File: config.mk
export PLATFORM = sky130hd
export DESIGN_NAME = sdrc_mp_arb
export DESIGN_NICKNAME = d
export VERILOG_FILES = /design/src/rtl/sdrc_mp_arb.sv
export SDC_FILE = /design/constraint.sdc
export NUM_CORES = 1
export LEC_CHECK = 0
export BUFFER_PORTS_ARGS = -buffer_cell sky130_fd_sc_hd__buf_4
export CAP_MARGIN = 20
export CORE_AREA = 2 2 178 180
export CTS_CLUSTER_DIAMETER = 50
export DETAILED_ROUTE_END_ITERATION = 16
export DIE_AREA = 0 0 180 182
export GPL_TIMING_DRIVEN = 0
export SYNTH_ARGS = -nofsm -noshare
export SYNTH_HDL_FRONTEND = slang
export SYNTH_SLANG_ARGS = --single-unit
File: constraint.sdc
create_clock -name sdram_clk -period 2 [get_ports sdram_clk]
set_input_delay 0 -clock sdram_clk [delete_from_list [all_inputs] [get_ports sdram_clk]]
set_output_delay 0 -clock sdram_clk [all_outputs]
set_load 0.005 [all_outputs]
File: src/rtl/sdrc_mp_arb.sv
// Multi-port request arbiter in front of sdrc_core: grants one port at a time and
// steers that port's request, write data and read strobes for one whole burst.
module sdrc_mp_arb #(
   parameter int NPORT    = 4,
   parameter int APP_AW   = 26,
   parameter int dw       = 32,
   parameter int bl       = 9,
   parameter int ARB_MODE = 0,
   parameter int AGE_MAX  = 8
) (
   input  logic                      sdram_clk,
   input  logic                      sdram_reset,
   input  logic [NPORT-1:0]          port_req,
   input  logic [NPORT*APP_AW-1:0]   port_req_addr,
   input  logic [NPORT*bl-1:0]       port_req_len,
   input  logic [NPORT-1:0]          port_req_wr_n,
   output logic [NPORT-1:0]          port_req_ack,
   input  logic [NPORT*dw-1:0]       port_wr_data,
   input  logic [NPORT*(dw/8)-1:0]   port_wr_en_n,
   output logic [NPORT-1:0]          port_wr_next,
   output logic [NPORT-1:0]          port_rd_valid,
   output logic [NPORT-1:0]          port_last_rd,
   output logic [dw-1:0]             port_rd_data,
   output logic                      app_req,
   output logic [APP_AW-1:0]         app_req_addr,
   output logic [bl-1:0]             app_req_len,
   output logic                      app_req_wr_n,
   input  logic                      app_req_ack,
   output logic [dw-1:0]             app_wr_data,
   output logic [dw/8-1:0]           app_wr_en_n,
   input  logic                      app_wr_next_req,
   input  logic                      app_rd_valid,
   input  logic                      app_last_rd,
   input  logic                      app_last_wr,
   input  logic [dw-1:0]             app_rd_data
);

   localparam int GW  = (NPORT > 1) ? $clog2(NPORT) : 1;
   localparam int BW  = dw / 8;
   localparam int AGW = $clog2(AGE_MAX + 1);
   localparam logic [AGW-1:0] AGE_TOP = AGW'(AGE_MAX);

   typedef enum logic [2:0] {IDLE, REQ, WR, RD, NOP} state_t;

   state_t           state;
   logic [GW-1:0]    grant;
   logic [GW-1:0]    rr_ptr;
   logic [GW-1:0]    win;
   logic [GW:0]      idx;
   logic             found;
   logic [AGW-1:0]   age [NPORT];
   logic [NPORT-1:0] grant_oh;

   // Winner selection; only consumed while IDLE.
   // NOTE: combinational blocks use blocking '=' and assign every output a default first, so no latch is inferred.
   always_comb begin
      win   = '0;
      idx   = '0;
      found = 1'b0;
      if (ARB_MODE == 0) begin
         for (int k = 0; k < NPORT; k++) begin
            idx = {1'b0, rr_ptr} + (GW+1)'(k);
            if (idx >= (GW+1)'(NPORT))
               idx = idx - (GW+1)'(NPORT);
            if (!found && port_req[idx[GW-1:0]]) begin
               win   = idx[GW-1:0];
               found = 1'b1;
            end
         end
      end else begin
         // Starved ports outrank the static priority order.
         for (int i = 0; i < NPORT; i++) begin
            if (!found && port_req[i] && age[i] == AGE_TOP) begin
               win   = GW'(i);
               found = 1'b1;
            end
         end
         for (int i = 0; i < NPORT; i++) begin
            if (!found && port_req[i]) begin
               win   = GW'(i);
               found = 1'b1;
            end
         end
      end
   end

   // NOTE: sequential state uses non-blocking '<='; the small age array is reset like any other register.
   always_ff @(posedge sdram_clk or posedge sdram_reset) begin
      if (sdram_reset) begin
         state        <= IDLE;
         grant        <= '0;
         rr_ptr       <= '0;
         app_req      <= 1'b0;
         app_req_addr <= '0;
         app_req_len  <= '0;
         app_req_wr_n <= 1'b0;
         for (int i = 0; i < NPORT; i++)
            age[i] <= '0;
      end else begin
         case (state)
            IDLE: begin
               if (|port_req) begin
                  grant        <= win;
                  app_req_addr <= port_req_addr[int'(win)*APP_AW +: APP_AW];
                  app_req_len  <= port_req_len[int'(win)*bl +: bl];
                  app_req_wr_n <= port_req_wr_n[win];
                  rr_ptr       <= (win == GW'(NPORT-1)) ? '0 : win + 1'b1;
                  if (ARB_MODE != 0) begin
                     for (int i = 0; i < NPORT; i++) begin
                        if (GW'(i) == win || !port_req[i])
                           age[i] <= '0;
                        else if (age[i] != AGE_TOP)
                           age[i] <= age[i] + 1'b1;
                     end
                  end
                  // Zero-length requests are acknowledged locally without touching the core.
                  if (port_req_len[int'(win)*bl +: bl] == '0) begin
                     state <= NOP;
                  end else begin
                     state   <= REQ;
                     app_req <= 1'b1;
                  end
               end
            end
            REQ: begin
               if (app_req_ack) begin
                  app_req <= 1'b0;
                  state   <= app_req_wr_n ? RD : WR;
               end
            end
            WR:      if (app_wr_next_req && app_last_wr) state <= IDLE;
            RD:      if (app_rd_valid && app_last_rd)     state <= IDLE;
            NOP:     state <= IDLE;
            default: state <= IDLE;
         endcase
      end
   end

   // Owner-only steering of strobes and write data.
   always_comb begin
      grant_oh        = '0;
      grant_oh[grant] = 1'b1;
      port_req_ack    = '0;
      port_wr_next    = '0;
      port_rd_valid   = '0;
      port_last_rd    = '0;
      port_rd_data    = '0;
      app_wr_data     = '0;
      app_wr_en_n     = '1;
      case (state)
         REQ: port_req_ack = grant_oh & {NPORT{app_req_ack}};
         NOP: port_req_ack = grant_oh;
         WR: begin
            port_wr_next = grant_oh & {NPORT{app_wr_next_req}};
            app_wr_data  = port_wr_data[int'(grant)*dw +: dw];
            app_wr_en_n  = port_wr_en_n[int'(grant)*BW +: BW];
         end
         RD: begin
            port_rd_valid = grant_oh & {NPORT{app_rd_valid}};
            port_last_rd  = grant_oh & {NPORT{app_last_rd}};
            port_rd_data  = app_rd_data;
         end
         default: ;
      endcase
   end

endmodule
Word-level counts from Yosys, hierarchy flattened
Index checks and enable logic that the tools add are counted.

Bits in registers: 44. Logic and storage cells: 104.

Bitwise operators: 4. Equal/unequal tests: 10. $mul: 2. Muxes and demuxes: 42. $lt $le $gt $ge: 11. Shift-type cells: 4. Add/subtract/negate cells: 8. Reductions and logical operators: 16.

Operators by type and width (number): $shiftx 128x8->32 (1); $shiftx 104x8->26 (1); $mux 32 (2); $shiftx 36x7->9 (1); $lt 2x3->1 const B (6); $mux 2 (9); $and 4x4->4 (4); $mux 4 (4); $shiftx 16x5->4 (1); $mux 3 (5); $mux 1 (13); $mul 2x4->6 const B (2); $pmux 3 s4 (1); $bmux 1 s2 (5); $ne 2x2->1 const B (5); $ge 3x3->1 const B (3); $logic_not 9->1 (1); $pmux 4 s2 (1); $reduce_and 4->1 (2); $sub 2x1->2 const B (4); $add 2x2->3 const B (2); $eq 3x2->1 const B (2); $logic_and 1x1->1 (6); $reduce_or 4->1 (1); other kinds (13) (15).

Logic depth before layout (Yosys ltp)
Depth after elaboration: 20. Depth in mapped cells: 10. Mapped depth without buffers: 7.

Worst setup path after synthesis
No wires, ideal clock.

Path kind: reg2reg. From: reg rr_ptr[1]. To: reg state[2]. Stages on the path, launching flop included: 9. Data required time: 1.880 ns. Setup slack: -0.098 ns. Clock period less this slack: 2.098 ns. Data arrival time: 1.979 ns. Library setup time: 0.120 ns. Path through: dfrtp_1 > clkbuf_1 > nor4b_2 > nor2_4 > buf_6 > mux2i_1 > mux2_1 > and4_1 > and3_1.

Cells in the longest elaborated chain, start to end: 20. Elaborated cells between the ends (all ways): 42.

Ends and longest elaborated chain: start, declared (line 47) `logic [GW-1:0] rr_ptr;`; start signal, assigned (line 107) `rr_ptr <= (win == GW'(NPORT-1)) ? '0 : win + 1'b1;`; parallel branches: the longest is 13 deep, another holds $add 2x1->3; $mux 2 (*) (line 65) `if (!found && port_req[idx[GW-1:0]]) begin`; $mul 2x4->6 (*) (line 117) `if (port_req_len[int'(win)*bl +: bl] == '0) begin`; $shiftx 36x7->9 (*) (line 117); $logic_not 9->1 (*) (line 117); $mux 3 (*) (line 117); $mux 3 (*) (line 102) `if (|port_req) begin`; $pmux 3 s4 (*) (line 100) `case (state)`; end signal, assigned (line 128) `state <= app_req_wr_n ? RD : WR;`; end, declared (line 45) `state_t state;`.

Mark *: on every way between the ends. The select of a mux whose other input is x is not followed. A chain may end at the register's enable or synchronous reset.

Worst setup path after layout
From: reg rr_ptr[0]. To: reg state[2].

Same word-level chain as after synthesis.

==> key figures <==
Outcome
  • Status: finished, violations left
  • Failing checks: negative setup slack

Yosys
  • Post-synth EDFFs: 0
  • Ys Warns: 0
  • Syn avg cell area: 7.54 sq um
  • Post-synthesis instance total: 580
  • Sequential area share after synthesis: 0.252
  • Syn Std Cell Area: around 4400 sq um
  • Synthesized flop and latch total: 44
  • Synthesized Nets: 911
  • Library cells used by synthesis: between 40 and 50
  • Post-synth top flop: dfrtp_1
  • Async SR Flop Fraction: 1.00

GRT
  • Vias in the first global route: 6200
  • Grt ovf: 0
  • First-pass GRT wire length: between 30000 and 40000 um
  • Initial antenna violation count: 4
  • Largest net degree at the start of global routing: 27
  • Total track usage: 0.158

Route
  • Routed WL: 27900 um
  • Via Count: roughly 6100
  • Post-DRT Antenna Nets: 0
  • Post-route DRC violation count: 0
  • 1st-iter DRT viols: 229
  • WL per Instance: 19.3 um
  • Vias per inst: roughly 4.2
  • TritonRoute pass-1 iters: 4

Placed design
  • GP Congestion: 0.898
  • Port buffer count: 451
  • Area after DPL: 8310 sq um
  • Dpl hpwl: 23800 um

Floorplan
  • Die area: between 30000 and 40000 sq um
  • # IOs: between 400 and 500
  • Die width: roughly 180 um
  • DIE HEIGHT: 182 um
  • Core Rows: 65
  • Initial Util: 0.141
  • CORE AREA: 31000 sq um

Finish
  • Nets: between 1000 and 1500
  • Area growth syn-to-layout: 104%
  • Most frequent cells in the layout: 466 x buf_4, 188 x nand2_1, 70 x nand3_1
  • Fillers: 3366
  • Final instance area: 8920 sq um
  • Final core utilization: 0.288
  • Layout cells sized above 1: 0.575
  • Most common cell after layout, fill and taps aside: buf_4

Timing
  • Fin crit share: 1.04
  • Min cycle time layout: 2070 ps
  • Layout Skew: between 3 and 4 ps
  • Final setup violation count: 4
  • Slew at the pin with the worst max-slew slack: 550 ps
  • WHS: about 18 ps
  • Final count of pins violating max slew: 0
  • Fmax: approximately 480 MHz
  • Setup ws final: -71.1 ps
  • Final TNS setup: -181 ps
  • Hold Vio Cnt, Final: 0
  • Slew HR: 0.629
  • RSZ-0062 raised after global routing: true

Clock network
  • Clock latency at the later pin of the worst-skew pair: 290 ps
  • CTS buffer count: 5
  • Reg clk slew, reported paths: roughly 60 ps
  • Root Buffer: clkbuf_16
  • CTS tree: done
  • Max Buffers Root-to-Sink: 2
  • H-tree depth: 2
  • Sink Count: 44

Critical path
  • Crit end category: flip-flop
  • Worst setup path startpoint: rr_ptr[0]
  • WP data arrival: 2250 ps
  • Startpoint types: flip-flop
  • Crit-path max FO: 6
  • FF-to-FF Start: rr_ptr[0]
  • Critical Path RT: 2180 ps
  • Setup CP Type: reg2reg

Power
  • Max IR drop VDD: 0.000456 V
  • Pwr Density: 1130 nW/um^2
  • Leak: 4.47 nW

Job
  • Max-cap violation count: 0

Hold path
  • Hold Path Class: in2reg
  • Hold path startpoint: app_req_ack
[stage by stage]
| stage | std cells | power [mW] | setup WS (ps) |
|---|---|---|---|
| 5_1_grt | 1450 | 10.9 | -139 |
| 3_3_place_gp | 1433 | 8.49 | -780 |
| 2_1_floorplan | 580 | 5.33 | 27.4 |
| 3_5_place_dp | 1434 | 8.56 | -852 |
| 4_1_cts | 1443 | 9.83 | -95.1 |
| 6_report | 1450 | 10.1 | -71.1 |
[cells by family after synthesis]
family          synth area share
xor+xnor                 0.00200
mux                        0.207
flops                      0.252
simple gates               0.427
buf+inv                   0.0552
compound gates            0.0572
[per-layer routing]
layer / vias up / global-route usage / wire length [um]
met5: - / 0 / 41
met3: 34 / 0.0395 / 2060
met4: 6 / 0.0429 / 653
met2: 304 / 0.284 / 14100
li1: 2915 / - / -
met1: 2872 / 0.185 / 11000
[Yosys cell counts (3+ instances only)]
cell,n,area share
nand2b_1,4,0.0057
nor2_1,18,0.015
buf_2,19,0.022
nor2b_1,35,0.050
a22o_1,4,0.0080
buf_1,3,0.0026
o21ai_0,17,0.019
nor3_1,4,0.0046
mux2i_1,6,0.014
mux4_2,36,0.19
or2_2,5,0.0071
nand2_1,192,0.16
nand3_1,91,0.10
and2_1,32,0.046
clkbuf_1,26,0.022
a21oi_1,12,0.014
inv_1,5,0.0043
dfrtp_1,44,0.25
[registers in the layout, indices dropped and copies added (netlist names)]
register      flops
rr_ptr            2
app_req_addr     26
state             3
app_req_wr_n      1
app_req_len       9
grant             2
app_req           1
[worst paths after layout]
check	to	cells past startpoint	slack, ps
min in group asynchronous	app_req_addr[13]	3	300
max	state[2]	7	-70
min reg2reg	app_req_addr[23]	2	470
max in group asynchronous	app_req_addr[20]	4	1180
min	state[1]	3	20
max reg2reg	state[2]	7	-70
[power by group]
group | internal, mW | switching, mW | total, mW
Sequential | 1.35 | 0.374 | 1.72
Combinational | 3.76 | 3.76 | 7.52
Clock | 0.455 | 0.354 | 0.810
Total | 5.57 | 4.49 | 10.1
[area by class of cell]
| type | instances | area [sq um] | share of cell area |
|---|---|---|---|
| repair buffers | 465 | 3520 | 0.395 |
| multi-input cells | 482 | 3250 | 0.365 |
| flip-flops and latches | 44 | 1110 | 0.124 |
| well taps | 402 | 503 | 0.0564 |
| plain buffers | 44 | 382 | 0.0428 |
| clock buffers | 6 | 129 | 0.0144 |
| inverters | 5 | 18.8 | 0.00210 |
| clock inverters | 1 | 5.00 | 0.000561 |
| diodes | 1 | 2.50 | 0.000280 |
[what timing repair did]
| item | 4_1_cts | 5_1_grt |
|---|---|---|
| pin swaps | 10 | 14 |
| endpoints found under the hold margin | 18 | 0 |
| cloned | 0 | 3 |
| hold buffers | 1 | 0 |
| resized for setup | 71 | 50 |
| buffers inserted | 6 | 4 |
| setup endpoints to repair | 124 | 81 |
[critical path: stages (launching register included)]
cell	delay, ps
dfrtp_2	430
nor2b_4	70
or4b_4	640
nand2_8	130
a21oi_2	60
a22o_1	250
and4_4	220
and3_4	160
Power figures use the tool's default switching activity.
